[src/rtl/edusoc_bus_arbiter.sv]
`default_nettype none
// ============================================================================
// Module      : edusoc_bus_arbiter
// Description : Two-master, one-slave round-robin arbiter for the EduSoC
//               REQ/VALID memory bus, with a watchdog that completes hung
//               transactions with an error response.
// Revision    : 1.0 - initial release
// ============================================================================
module edusoc_bus_arbiter #(
    parameter int unsigned TIMEOUT   = 64,
    parameter logic [31:0] ERR_DATA  = 32'hDEADBEEF,
    parameter int unsigned ERR_CNT_W = 8
) (
    input  logic                 CPU_CLK,
    input  logic                 CPU_RES,
    // master 0
    input  logic                 M0_REQ,
    output logic                 M0_VALID,
    input  logic                 M0_WE,
    input  logic [3:0]           M0_BE,
    input  logic [31:0]          M0_ADDR,
    input  logic [31:0]          M0_WDATA,
    output logic [31:0]          M0_RDATA,
    // master 1
    input  logic                 M1_REQ,
    output logic                 M1_VALID,
    input  logic                 M1_WE,
    input  logic [3:0]           M1_BE,
    input  logic [31:0]          M1_ADDR,
    input  logic [31:0]          M1_WDATA,
    output logic [31:0]          M1_RDATA,
    // shared slave
    output logic                 S_REQ,
    input  logic                 S_VALID,
    output logic                 S_WE,
    output logic [3:0]           S_BE,
    output logic [31:0]          S_ADDR,
    output logic [31:0]          S_WDATA,
    input  logic [31:0]          S_RDATA,
    // status
    output logic [1:0]           GRANT,
    output logic                 BUS_ERR,
    output logic [ERR_CNT_W-1:0] ERR_COUNT
);

    localparam int unsigned       c_WD_W    = (TIMEOUT > 1) ? $clog2(TIMEOUT) : 1;
    localparam logic [c_WD_W-1:0] c_WD_LAST = c_WD_W'((TIMEOUT > 0) ? TIMEOUT - 1 : 0);
    localparam bit                c_WD_EN   = (TIMEOUT > 0);

    typedef enum logic [1:0] {
        ST_IDLE   = 2'd0,
        ST_GRANT0 = 2'd1,
        ST_GRANT1 = 2'd2
    } state_t;

    state_t               r_state;
    state_t               w_next_state;
    logic                 r_last;
    logic [c_WD_W-1:0]    r_wd_cnt;
    logic [ERR_CNT_W-1:0] r_err_cnt;
    logic                 w_complete;
    logic                 w_timeout;
    logic [31:0]          w_rdata;

    always_ff @(posedge CPU_CLK or posedge CPU_RES) begin
        if (CPU_RES) begin
            r_state   <= ST_IDLE;
            r_last    <= 1'b1;
            r_wd_cnt  <= '0;
            r_err_cnt <= '0;
        end else begin
            r_state <= w_next_state;
            if (w_complete) begin
                r_last   <= (r_state == ST_GRANT1);
                r_wd_cnt <= '0;
            end else if (c_WD_EN && (r_state != ST_IDLE)) begin
                r_wd_cnt <= r_wd_cnt + c_WD_W'(1);
            end
            if (w_timeout && (r_err_cnt != '1)) begin
                r_err_cnt <= r_err_cnt + ERR_CNT_W'(1);
            end
        end
    end

    always_comb begin
        w_next_state = r_state;
        w_complete   = 1'b0;
        w_timeout    = 1'b0;
        S_REQ        = 1'b0;
        S_WE         = 1'b0;
        S_BE         = '0;
        S_ADDR       = '0;
        S_WDATA      = '0;
        GRANT        = 2'b00;
        M0_VALID     = 1'b0;
        M1_VALID     = 1'b0;
        M0_RDATA     = '0;
        M1_RDATA     = '0;
        // A slave response in the timeout cycle wins over the error.
        w_rdata      = S_VALID ? S_RDATA : ERR_DATA;

        case (r_state)
            ST_IDLE: begin
                // r_last=1 means M1 was served last, so M0 wins a tie.
                if (M0_REQ && (!M1_REQ || r_last)) begin
                    w_next_state = ST_GRANT0;
                end else if (M1_REQ) begin
                    w_next_state = ST_GRANT1;
                end
            end
            ST_GRANT0: begin
                S_REQ      = 1'b1;
                S_WE       = M0_WE;
                S_BE       = M0_BE;
                S_ADDR     = M0_ADDR;
                S_WDATA    = M0_WDATA;
                GRANT      = 2'b01;
                w_timeout  = c_WD_EN && !S_VALID && (r_wd_cnt == c_WD_LAST);
                w_complete = S_VALID || w_timeout;
                if (w_complete) begin
                    M0_VALID     = 1'b1;
                    M0_RDATA     = w_rdata;
                    w_next_state = M1_REQ ? ST_GRANT1 : ST_IDLE;
                end
            end
            ST_GRANT1: begin
                S_REQ      = 1'b1;
                S_WE       = M1_WE;
                S_BE       = M1_BE;
                S_ADDR     = M1_ADDR;
                S_WDATA    = M1_WDATA;
                GRANT      = 2'b10;
                w_timeout  = c_WD_EN && !S_VALID && (r_wd_cnt == c_WD_LAST);
                w_complete = S_VALID || w_timeout;
                if (w_complete) begin
                    M1_VALID     = 1'b1;
                    M1_RDATA     = w_rdata;
                    w_next_state = M0_REQ ? ST_GRANT0 : ST_IDLE;
                end
            end
            default: begin
                w_next_state = ST_IDLE;
            end
        endcase
    end

    assign BUS_ERR   = w_timeout;
    assign ERR_COUNT = r_err_cnt;

endmodule
`default_nettype wire

[config.mk]
export PLATFORM = sky130hd
export DESIGN_NAME = edusoc_bus_arbiter
export DESIGN_NICKNAME = d
export VERILOG_FILES = /design/src/rtl/edusoc_bus_arbiter.sv
export SDC_FILE = /design/constraint.sdc
export NUM_CORES = 1
export LEC_CHECK = 0
export CAP_MARGIN = 40
export CORE_AREA = 2 2 123 125
export DETAILED_ROUTE_END_ITERATION = 10
export DIE_AREA = 0 0 125 127
export HOLD_SLACK_MARGIN = 0.12
export PLACE_DENSITY = 0.69
export SLEW_MARGIN = 15
export SYNTH_ARGS = -nofsm -noshare
export SYNTH_HDL_FRONTEND = slang
export SYNTH_SLANG_ARGS = --single-unit
export TNS_END_PERCENT = 5
[constraint.sdc]
create_clock -name CPU_CLK -period 2.24 [get_ports CPU_CLK]
set_clock_uncertainty 0.1 [all_clocks]
set_input_delay 0.224 -clock CPU_CLK [delete_from_list [all_inputs] [get_ports CPU_CLK]]
set_output_delay 0.224 -clock CPU_CLK [all_outputs]
set_load 0.02 [all_outputs]
==> results.sh, run 1 <==
export IMPL_status="complete, no violations"
export IMPL_cts_max_path_buffers=2
export IMPL_drt_wl_total_um=14100
export IMPL_cts_root_buffer="clkbuf_16"
export IMPL_cts_tree="done"
export IMPL_grt_setup_unrepaired="false"
export IMPL_ant_nets=0
export IMPL_yosysSeqAreaShare_pct=16.7
export IMPL_ys_warn_count=0
export IMPL_path_cells="ha_1 -> and3_4 -> a31o_4 -> nand2_2 -> buf_12 -> nor2_1 -> clkdlybuf4s15_2"
export IMPL_worstPathMaxFanout=22
export IMPL_tightest_slew_ns=0.698
export IMPL_post_cts_setup_buffers=0
export IMPL_fin_tns_setup_ns=0
export IMPL_grt_use_total_pct=16.0
export IMPL_globalplace_congestion=0.894
export IMPL_core_um2=14400
export IMPL_period_share_pct=97.8
export IMPL_cp_top_family="buffers and inverters"
export IMPL_syn_area_per_cell_um2=7.18
export IMPL_ys_ff_latch=17
export IMPL_hold_class="in -> async"
export IMPL_r2r_slack_ns=0.25
export IMPL_dieHeight_um=127
export IMPL_drive_gt1_share_pct=22.5
export IMPL_final_core_util_pct=40.8
export IMPL_layout_common_cells="clkdlybuf4s50_1, nor2b_1, a22oi_1, nor2_1, buf_2"
export IMPL_cp_slowest_stage_delay_ns=0.38
export IMPL_die_area_um2=15900
export IMPL_power_density_nw_per_um2=887
export IMPL_io_pins=322
export IMPL_syn_area_um2=2560
export IMPL_async_reset_ff_share_pct=100
export IMPL_dp_final_hpwl_um=11800
export IMPL_grt_max_degree=55
export IMPL_drtPass1Iterations=4
export IMPL_setup_viol=0
export IMPL_ys_types=39
export IMPL_p_leak_nw=2.74
export IMPL_finalHoldViolations=0
export IMPL_crit_type="reg -> out"
export IMPL_max_cap_violations=0
export IMPL_rr_startpoint="r_state[1]$_DFFE_PP0P_"
export IMPL_critPathArrivalTime_ns=1.87
export IMPL_numCtsBuffers=3
export IMPL_layout_min_cycle_time_ns=2.19
export IMPL_clk_latency_ns=0.25
export IMPL_drc_errors=0
export IMPL_syn_num_nets=541
export IMPL_critPathBufInv=2
export IMPL_start_util_pct=17.8
export IMPL_h_tree_depth=1
export IMPL_grt_overflow_total=0
export IMPL_maxSlewHeadroom_pct=53.4
export IMPL_vias=3816
export IMPL_fp_dieW_um=125
export IMPL_drt_initial_drc_count=149
export IMPL_post_drt_wl_per_cell_um=16.6
export IMPL_synthCells=357
export IMPL_fmax_mhz=456
export IMPL_post_place_cells=850
export IMPL_portBuffers=321
export IMPL_antenna_cells=0
export IMPL_cts_num_sinks=17
export IMPL_path_clk_slew_ns=0.06
export IMPL_grt_pass1_wl_um=20800
export IMPL_synth_enable_flop_cells=0
export IMPL_nets=855
export IMPL_ys_flop_type="dfrtp_1"
export IMPL_pre_cts_ws_ns=-0.0803
export IMPL_end_kind="output pin"
export IMPL_viasPerCell=4.47
export IMPL_peakVddDrop_mv=0.323
export IMPL_rows=44
export IMPL_crit_slowest_cell="dfrtp_1"
export IMPL_cp_data_required_time_ns=1.92
export IMPL_antenna_found_initial=1
export IMPL_critPathLaunchType="register"
export IMPL_reg2reg_depth=7
export IMPL_area_growth_syn_to_layout_pct=129
export IMPL_setup_slack_ns=0.0487
export IMPL_final_common_cell="clkdlybuf4s50_1"
export IMPL_stdcell_count=854
export IMPL_grt_pass1_vias=3886
export IMPL_fill_cells=1508
export IMPL_r2r_end="ERR_COUNT[1]$_DFFE_PP0P_"
export IMPL_slew_violations=0
==> repair_timing <==
action	in CTS	in global routing
resized for setup	261	116
hold buffers	0	0
gates cloned	0	0
endpoints found under the setup margin	131	119
==> final cells by class <==
cell class	instances	area, µm²	share of cell area [%]
Timing Repair Buffer	346	3120	53.0
Multi-Input combinational cell	296	2000	34.0
Sequential cell	17	428	7.28
Tap cell	184	230	3.92
Clock buffer	3	75.1	1.28
Inverter	7	26.3	0.447
Clock inverter	1	5.00	0.0851
==> Yosys cell counts (2+ instances only) <==
cell      number  area share, %
nor4b_2        2            1.2
xor2_1         8            2.7
mux2i_1        2           0.78
buf_6          2           0.88
o21ai_0        4           0.78
ha_1           9            4.4
dfrtp_1       16             16
a22oi_1       69             20
nand2_2        2           0.49
and3_1        16            3.9
nand3_1        3           0.59
clkbuf_1      29            4.2
nor2_1        54            7.9
a31oi_1        2           0.49
and2_1         2           0.49
nand2_1        6           0.88
nor3b_1        2           0.59
and4_1         2           0.68
buf_2          6            1.2
nor2b_1       94             23
nor4_2         2           0.98
a22o_1         2           0.68
inv_1          7            1.0
==> where the power goes <==
| part | internal, mW | switching, mW | leakage, nW | total, mW |
|---|---|---|---|---|
| logic | 1.99 | 2.40 | 2.48 | 4.39 |
| registers | 0.392 | 0.0699 | 0.219 | 0.462 |
| clock network | 0.239 | 0.129 | 0.0409 | 0.368 |
| total | 2.62 | 2.60 | 2.74 | 5.22 |
==> worst max path at each step <==
stage,start,end,slack [ns],depth (start not counted)
4_1_cts,r_state[1]$_DFFE_PP0P_,BUS_ERR,-0.28,6
5_1_grt,r_wd_cnt[0]$_DFFE_PP0P_,M1_RDATA[26],0.003,7
3_5_place_dp,r_wd_cnt[1]$_DFFE_PP0P_,M0_RDATA[3],-0.08,7
3_3_place_gp,S_VALID,M0_RDATA[28],-0.04,6
2_1_floorplan,r_state[0]$_DFFE_PP0P_,S_ADDR[0],0.16,5
6_report,r_wd_cnt[0]$_DFFE_PP0P_,M1_RDATA[9],0.05,7
==> per-stage QoR <==
stage	total power, mW	hold slack [ns]	area, µm²
after floorplan	2.94	0.0493	2560
after CTS	5.35	0.314	6230
after detailed placement	5.25	0.392	6150
after global routing	5.56	0.366	5880
final	5.22	0.285	5880
after global placement	5.19	0.373	6150
==> cells by family after synthesis <==
logic type / share of synthesized area (%)
AND/OR/NAND/NOR: 43.0
AO/OA/AOI/OAI: 23.9
buffers and inverters: 7.32
flip-flops: 16.7
XOR/XNOR: 3.08
adder cells (fa/ha/maj): 4.39
multiplexers: 1.66
==> registers in the layout, summed over array words and instances (netlist names) <==
register	flops
ERR_COUNT	8
r_last	1
r_state	2
r_wd_cnt	6
==> per-layer routing <==
layer  GRT usage [%]  part of all wire, %  up-vias  routed length (µm)
li1                -                    -     1861                   -
met1            17.6                   37     1759                5270
met2            31.6                   54      174                7640
met3            3.27                  6.9       20                 969
met4            3.33                  1.8        2                 248
met5               0                0.071        -                  10
No activity file was read; power rests on OpenSTA's default activity.
==> run 2, diff against run 1 <==
Settings changed: GPL_ROUTABILITY_DRIVEN from default to 0.
==> results of run 2 <==
No change in the layout: final DEF, timing and power equal those of run 1.
==> run 3, diff against run 2 <==
Settings changed: PLACE_DENSITY 0.69 to 0.65.
==> run 3 against run 2 <==
Compared with the run above:
- global-route usage increased by 0.28 points
- fmax decreased by 0.28%
- combinational power about the same
- core utilization decreased by 0.88 points
- sequential share of layout area increased by 0.14 points
- sequential power decreased by 1%
- critical path depth unchanged
- sequential cell count unchanged
- design area decreased by 2.2%
- die area unchanged
- register-to-register slack got worse by 0.16 ns
- clock power about the same
- largest power group unchanged
- largest cell class unchanged
==> results.sh, run 3 (synthesized netlist as in run 1, its figures left out) <==
export IMPL_status="complete, no violations"
export IMPL_grt_setup_unrepaired="true"
export IMPL_end_kind="output pin"
export IMPL_cp_slowest_stage_delay_ns=0.37
export IMPL_setup_viol=0
export IMPL_drc_errors=0
export IMPL_p_leak_nw=2.64
export IMPL_final_common_cell="clkdlybuf4s50_1"
export IMPL_dp_final_hpwl_um=11700
export IMPL_post_drt_wl_per_cell_um=17.3
export IMPL_critPathLaunchType="register"
export IMPL_ant_nets=0
export IMPL_layout_common_cells="clkdlybuf4s50_1, clkbuf_2, nor2b_1, a22oi_1, nor2_1"
export IMPL_grt_pass1_vias=3787
export IMPL_numCtsBuffers=3
export IMPL_antenna_found_initial=0
export IMPL_area_growth_syn_to_layout_pct=124
export IMPL_dieHeight_um=127
export IMPL_cts_hold_buf=0
export IMPL_whs_ns=0.286
export IMPL_layout_min_cycle_time_ns=2.20
export IMPL_worstPathMaxFanout=20
export IMPL_critPathArrivalTime_ns=1.87
export IMPL_nets=855
export IMPL_cts_max_path_buffers=2
export IMPL_power_density_nw_per_um2=909
export IMPL_fp_dieW_um=125
export IMPL_portBuffers=321
export IMPL_viasPerCell=4.48
export IMPL_fmax_mhz=455
export IMPL_hold_class="in -> async"
export IMPL_vias=3823
export IMPL_drtPass1Iterations=4
export IMPL_grt_overflow_total=0
export IMPL_h_tree_depth=1
export IMPL_antenna_cells=0
export IMPL_crit_type="reg -> out"
export IMPL_fin_tns_setup_ns=0
export IMPL_fill_cells=1520
export IMPL_start_util_pct=17.8
export IMPL_grt_pass1_wl_um=20900
export IMPL_core_um2=14400
export IMPL_cts_root_buffer="clkbuf_16"
export IMPL_cts_num_sinks=17
export IMPL_die_area_um2=15900
export IMPL_seq_area_um2=427
export IMPL_grt_use_total_pct=16.3
export IMPL_path_clk_slew_ns=0.06
export IMPL_crit_slowest_cell="dfrtp_1"
export IMPL_peakVddDrop_mv=0.548
export IMPL_power_total_mw=5.23
export IMPL_path_cells="ha_1 -> and3_4 -> a31o_1 -> nand2_2 -> buf_12 -> nor2_1 -> clkdlybuf4s15_2"
export IMPL_finalHoldViolations=0
export IMPL_rows=44
export IMPL_drt_wl_total_um=14800
export IMPL_clk_latency_ns=0.25
export IMPL_drt_initial_drc_count=131
export IMPL_post_cts_setup_buffers=0
export IMPL_io_pins=322
export IMPL_drive_gt1_share_pct=23.7
export IMPL_multi_input_area_um2=1980
export IMPL_cts_tree="done"
export IMPL_cp_data_required_time_ns=1.92
export IMPL_maxSlewHeadroom_pct=53.3
export IMPL_period_share_pct=98.1
export IMPL_largest_reg_flops=8
export IMPL_slew_violations=0
export IMPL_grt_max_degree=48
export IMPL_max_cap_violations=0
export IMPL_tightest_slew_ns=0.699
run 3: cell type report:
cell class	count	area share [%]
Clock buffer	4	1.37
Inverter	7	0.457
Multi-Input combinational cell	296	34.4
Sequential cell	17	7.42
Tap cell	184	4.00
Timing Repair Buffer	346	52.4
run 3: critical path: cells and delay by family (launching register included):
family / cells / cell delay, ns
buffers and inverters: 2 / 0.42
AND/OR/NAND/NOR: 3 / 0.37
AO/OA/AOI/OAI: 1 / 0.25
flip-flops: 1 / 0.37
adder cells (fa/ha/maj): 1 / 0.21
run 3: what timing repair did:
action,4_1_cts,5_1_grt
endpoints found under the hold margin,0,0
cloned,1,1
resized for setup,204,169
pin swaps,0,0
setup endpoints to repair,132,121
run 3: per-stage QoR:
stage / setup slack (ns) / cell area (µm²) / cells / util (%)
global placement: -0.0464 / 6120 / 848 / 42.4
finish: 0.0426 / 5750 / 854 / 39.9
global route: -0.0880 / 5750 / 854 / 39.9
CTS: -0.00629 / 6160 / 853 / 42.7
floorplan: 0.160 / 2560 / 357 / -
detailed placement: -0.0446 / 6120 / 848 / 42.4
run 3: routing by layer:
layer	GRT usage [%]	vias to the layer above	wire, µm
met2	30.6	170	7610
met1	19.1	1768	5940
met3	2.68	18	917
li1	-	1867	-
met5	0	-	0
met4	4.44	0	299
run 3: where the power goes:
part	total, mW	switching (mW)	leakage [nW]	internal (mW)
Clock	0.370	0.128	0.0382	0.242
Sequential	0.456	0.0658	0.220	0.390
Combinational	4.40	2.44	2.38	1.96
Total	5.23	2.64	2.64	2.59
run 3: worst paths after layout:
kind	from	to	slack (ns)	depth (start not counted)
setup / recovery	r_wd_cnt[0]$_DFFE_PP0P_	M1_RDATA[26]	0.04	7
hold / removal	CPU_RES	ERR_COUNT[2]$_DFFE_PP0P_	0.29	2
setup reg to reg	r_state[1]$_DFFE_PP0P_	ERR_COUNT[1]$_DFFE_PP0P_	0.09	7
hold reg to reg	ERR_COUNT[6]$_DFFE_PP0P_	ERR_COUNT[6]$_DFFE_PP0P_	0.39	1
max in group asynchronous	CPU_RES	r_wd_cnt[5]$_DFFE_PP0P_	1.30	2
min in group CPU_CLK	ERR_COUNT[6]$_DFFE_PP0P_	ERR_COUNT[6]$_DFFE_PP0P_	0.39	1
